File: src/rtl/ps2_keyboard_rx.sv
// PS/2 keyboard receiver: synchronises and de-glitches the PS/2 pins, frames
// 11-bit device-to-host words, and folds E0/F0 prefixes into single key events.
module ps2_keyboard_rx #(
    parameter int unsigned FILTER_LEN     = 8,
    parameter int unsigned TIMEOUT_CYCLES = 100000
) (
    input  logic       clk,
    input  logic       reset,
    input  logic       ps2_clk,
    input  logic       ps2_data,
    output logic [7:0] keycode,
    output logic       make,
    output logic       extended,
    output logic       keycode_ready,
    output logic       frame_error
);

    typedef enum logic [0:0] {StIdle, StRecv} state_t;

    localparam logic [7:0]  FiltMax = 8'(FILTER_LEN - 1);
    localparam logic [31:0] ToMax   = 32'(TIMEOUT_CYCLES);

    logic       clk_meta, clk_sync;
    logic       data_meta, data_sync;
    logic [7:0] filt_cnt;
    logic       filt_clk;
    logic       filt_prev;
    logic       strobe;

    state_t      state;
    logic [3:0]  bit_idx;
    logic [7:0]  shift;
    logic        parity;
    logic [31:0] to_cnt;
    logic        byte_valid;

    logic        ext_flag;
    logic        brk_flag;

    // Two-flop synchronisers; idle-high reset so release never looks like an edge.
    always_ff @(posedge clk or negedge reset) begin
        if (!reset) begin
            clk_meta  <= 1'b1;
            clk_sync  <= 1'b1;
            data_meta <= 1'b1;
            data_sync <= 1'b1;
        end else begin
            clk_meta  <= ps2_clk;
            clk_sync  <= clk_meta;
            data_meta <= ps2_data;
            data_sync <= data_meta;
        end
    end

    // Glitch filter: the filtered clock follows only after FILTER_LEN stable samples.
    always_ff @(posedge clk or negedge reset) begin
        if (!reset) begin
            filt_cnt <= 8'd0;
            filt_clk <= 1'b1;
        end else if (clk_sync == filt_clk) begin
            filt_cnt <= 8'd0;
        end else if (filt_cnt == FiltMax) begin
            filt_clk <= clk_sync;
            filt_cnt <= 8'd0;
        end else begin
            filt_cnt <= filt_cnt + 8'd1;
        end
    end

    // Registered one-cycle strobe on each falling edge of the filtered clock.
    always_ff @(posedge clk or negedge reset) begin
        if (!reset) begin
            filt_prev <= 1'b1;
            strobe    <= 1'b0;
        end else begin
            filt_prev <= filt_clk;
            strobe    <= filt_prev & ~filt_clk;
        end
    end

    // Frame FSM: start/data/parity/stop collection with a mid-frame inactivity timeout.
    always_ff @(posedge clk or negedge reset) begin
        if (!reset) begin
            state       <= StIdle;
            bit_idx     <= 4'd0;
            shift       <= 8'd0;
            parity      <= 1'b0;
            to_cnt      <= 32'd0;
            byte_valid  <= 1'b0;
            frame_error <= 1'b0;
        end else begin
            byte_valid  <= 1'b0;
            frame_error <= 1'b0;
            unique case (state)
                StIdle: begin
                    to_cnt <= 32'd0;
                    if (strobe && !data_sync) begin
                        state   <= StRecv;
                        bit_idx <= 4'd1;
                        parity  <= 1'b0;
                    end
                end
                StRecv: begin
                    // A strobe takes priority over an expiring timeout.
                    if (strobe) begin
                        to_cnt <= 32'd0;
                        if (bit_idx <= 4'd8) begin
                            shift   <= {data_sync, shift[7:1]};
                            parity  <= parity ^ data_sync;
                            bit_idx <= bit_idx + 4'd1;
                        end else if (bit_idx == 4'd9) begin
                            parity  <= parity ^ data_sync;
                            bit_idx <= bit_idx + 4'd1;
                        end else begin
                            state <= StIdle;
                            // Odd parity over data+parity means the running XOR is 1.
                            if (parity && data_sync) begin
                                byte_valid <= 1'b1;
                            end else begin
                                frame_error <= 1'b1;
                            end
                        end
                    end else if (to_cnt == ToMax) begin
                        frame_error <= 1'b1;
                        state       <= StIdle;
                        to_cnt      <= 32'd0;
                    end else begin
                        to_cnt <= to_cnt + 32'd1;
                    end
                end
                default: state <= StIdle;
            endcase
        end
    end

    // Scan-code decoder: prefixes set flags, any other byte emits one key event.
    always_ff @(posedge clk or negedge reset) begin
        if (!reset) begin
            keycode       <= 8'h00;
            make          <= 1'b0;
            extended      <= 1'b0;
            keycode_ready <= 1'b0;
            ext_flag      <= 1'b0;
            brk_flag      <= 1'b0;
        end else begin
            keycode_ready <= 1'b0;
            if (frame_error) begin
                ext_flag <= 1'b0;
                brk_flag <= 1'b0;
            end else if (byte_valid) begin
                if (shift == 8'hE0) begin
                    ext_flag <= 1'b1;
                end else if (shift == 8'hF0) begin
                    brk_flag <= 1'b1;
                end else begin
                    keycode       <= shift;
                    make          <= ~brk_flag;
                    extended      <= ext_flag;
                    keycode_ready <= 1'b1;
                    ext_flag      <= 1'b0;
                    brk_flag      <= 1'b0;
                end
            end
        end
    end

endmodule

File: config.mk
export PLATFORM = sky130hd
export DESIGN_NAME = ps2_keyboard_rx
export DESIGN_NICKNAME = d
export VERILOG_FILES = /design/src/rtl/ps2_keyboard_rx.sv
export SDC_FILE = /design/constraint.sdc
export NUM_CORES = 1
export LEC_CHECK = 0
export ABC_AREA = 0
export CAP_MARGIN = 10
export CORE_ASPECT_RATIO = 1.1
export CORE_MARGIN = 10
export CORE_UTILIZATION = 60
export DETAILED_ROUTE_END_ITERATION = 12
export PLACE_DENSITY = 0.79
export RECOVER_POWER = 25
export SYNTH_ARGS = -nofsm -noshare
export SYNTH_HDL_FRONTEND = slang
export SYNTH_SLANG_ARGS = --single-unit
File: constraint.sdc
create_clock -name clk -period 2.66 [get_ports clk]
set_input_delay 0.665 -clock clk [delete_from_list [all_inputs] [get_ports clk]]
set_output_delay 0.665 -clock clk [all_outputs]
set_load 0.005 [all_outputs]
==> results.cfg <==
[critical_path]
setup.worst_path.start_class = register
worstPathCellList = ha_1, nand3_2, or4_1, or4_1, a21oi_1
cp_slowest_cell = or4_1
regToRegSetupSlack_ns = 0.32
crit_arrival_ns = 2.61
path_max_fanout = 16
required_ns = 2.92
reg2reg_to = to_cnt[30]
crit_start = to_cnt[0]
max_stage_delay_ns = 0.77
rr_startpoint = to_cnt[0]
crit_top_cell = or4_1
critPathKind = reg -> reg
end_kind = register
r2r_cells = 5

[power]
power.density_mw_per_mm2 = 680.6
power_leakage_uw = 0.001642
irDropWorstVdd_uv = 459.0
power_uw = 2654

[timing]
period_share_pct = 88.10
rsz0062_at_grt = false
finalMaxSlewViolations = 77
finalHoldViolCount = 0
maxSlewHeadroom_pct = -20.58
fin_skew_ns = 0.01458
setup_tns_ns = 0
finalSetupViolCount = 0
fmax_mhz = 426.7
tightestPinTransition_ns = 1.809
fin_crit_ns = 2.343

[run_status]
violations = capacitance limit, slew limit
status = complete, but fails checks

[grt]
track_usage_pct = 14.57
grt_max_degree = 77
grtUsageMet1_pct = 18.56
grt-ovfl-total = 0
gr-usage-met2_pct = 22.23
gr-usage-met3_pct = 4.328
grt_antenna_before_repair = 0
grt-busiest-layer = met2
grt_pass1_vias = 2371
grt_pass1_wl_mm = 11.07

[placement]
io_buffers = 15
post_dp_cell_area_mm2 = 0.003691
gp_congestion = 0.8391
hpwl_mm = 4.246

[clock_tree]
clkSinkCount = 76
root_buffer = clkbuf_8
clock_path_buffers = 2
clk_latency_ns = 0.35
post_cts_buffers = 0
cts_made_buffers = 9
ctsResizeCount = 0
tritoncts = yes
hold_buffers = 0
htree_levels = 3
clk_pin_slew_ns = 0.07

[synth]
synth_area_mm2 = 0.003508
yosys_most_used_dff = dfrtp_1
synthArstFlopShare_pct = 100.0
syn_nets = 333
synth_edf_count = 0
synth_top_area_share_pct = 49.93
synth_top_area_cell = dfrtp_1
ys_ff_latch = 76
synth_area_leaders = dfrtp_1 (50%), mux2_2 (5.5%), dfstp_2 (4.5%)
synthCells = 322
synth-seq-area-share_pct = 54.42
syn_avg_cell_area_um2 = 10.90
synthDistinctLibCells = 42
ys.warnings.count = 0

[die]
fp.dieW_um = 92.91
coreArea_mm2 = 0.005733
num_io_pins = 16
die_area_mm2 = 0.009310
die-height_um = 100.2
start_util_pct = 61.20
placementRows = 29

[cells_and_area]
drive_gt1_share_pct = 14.53
syn_to_final_growth_pct = 11.13
final_cell_area_mm2 = 0.003899
final_cell_mix = dfrtp_1 (70), nor2_1 (31), a21oi_1 (23), nand2_1 (17), mux2_2 (17)
layout_commonest_cell = dfrtp_1
antennaDiodeCount = 0
fillCellCount = 441
nets = 350

[drt]
vias = 2496
drtAntennaViolNets = 0
drt_first_pass_iters = 4
routed_wirelength_mm = 6.348
drc = 0
post_drt_wl_per_cell_um = 15.08
vias_per_cell = 5.929
drt-initial-drc-count = 189

[run]
maxCapViolations = 1

[min_path]
whs_path_depth = 0
min_from = data_meta
min_path_type = reg -> reg
whs_endpoint = data_sync
cells by family after synthesis:
logic type | Yosys count | share of synthesized area (%)
and+or+nand+nor | 127 | 20.11
DFF | 76 | 54.42
AOI/OAI and AO/OA | 52 | 8.952
buffers and inverters | 23 | 3.566
xor gates and xnor gates | 20 | 4.993
muxes | 17 | 5.456
adders and majority gates | 7 | 2.496
worst max-delay path by stage:
| stage | end | depth (start not counted) |
|---|---|---|
| finish | to_cnt[30] | 5 |
| global route | to_cnt[30] | 5 |
| CTS | to_cnt[22] | 5 |
| detailed placement | to_cnt[22] | 5 |
| global placement | to_cnt[30] | 5 |
| floorplan | to_cnt[22] | 6 |
cell type report:
cell class                 instances  area (um^2)  area share (%)
sequential                        76         1909           48.97
multi-input combinational        223         1478           37.90
timing repair buffer              17        160.2           4.108
clock buffer                      11        131.4           3.370
tap                               77        96.34           2.471
clock inverter                     5        78.83           2.022
inverter                          12        45.04           1.155
critical path, delay by kind of cell (launching register included):
family                     cells  cell delay (ns)
adders and majority gates      1             0.24
and+or+nand+nor                3             1.45
AOI/OAI and AO/OA              1             0.16
DFF                            1             0.42
state kept, by name, indices dropped and copies added (netlist names), 4 cells and up:
name      count
to_cnt       32
filt_cnt      8
keycode       8
shift         8
bit_idx       4
per-layer routing:
metal	routed length (um)	up-vias
met5	0	-
met4	114	0
met3	271	12
met2	3104	45
met1	2858	1240
li1	-	1199
synth_stat cells (4+ instances only):
master and instances:
nor2_1 31, nand3_1 16, buf_6 4, o21ai_0 9
dfrtp_1 70, nor3_1 4, or4_1 11, nor4_1 6
ha_1 7, nand4_1 10, nand2_1 17, mux2_2 17
a21oi_1 23, xnor2_1 10, xor2_1 10, inv_1 12
and4_1 4, and3_1 4, dfstp_2 6, o31ai_1 11
or3_1 5
power breakdown:
group	internal [uW]	leakage [uW]	total, uW	switching [uW]
registers	1250	0.00103	1350	90.8
clock network	527	0.000107	933	406
logic	138	0.000504	375	237
through the flow:
stage          utilization, %  hold WS [ns]  instances  worst slack, ns
2_1_floorplan               -        0.3452        322           0.6263
3_3_place_gp            64.38        0.3455        405           0.4317
3_5_place_dp            64.38        0.3468        405           0.3364
4_1_cts                 68.05        0.3582        421           0.3382
5_1_grt                 68.01        0.3693        421           0.1838
6_report                68.01        0.3568        421           0.3166
No activity file was read; power rests on OpenSTA's default activity.
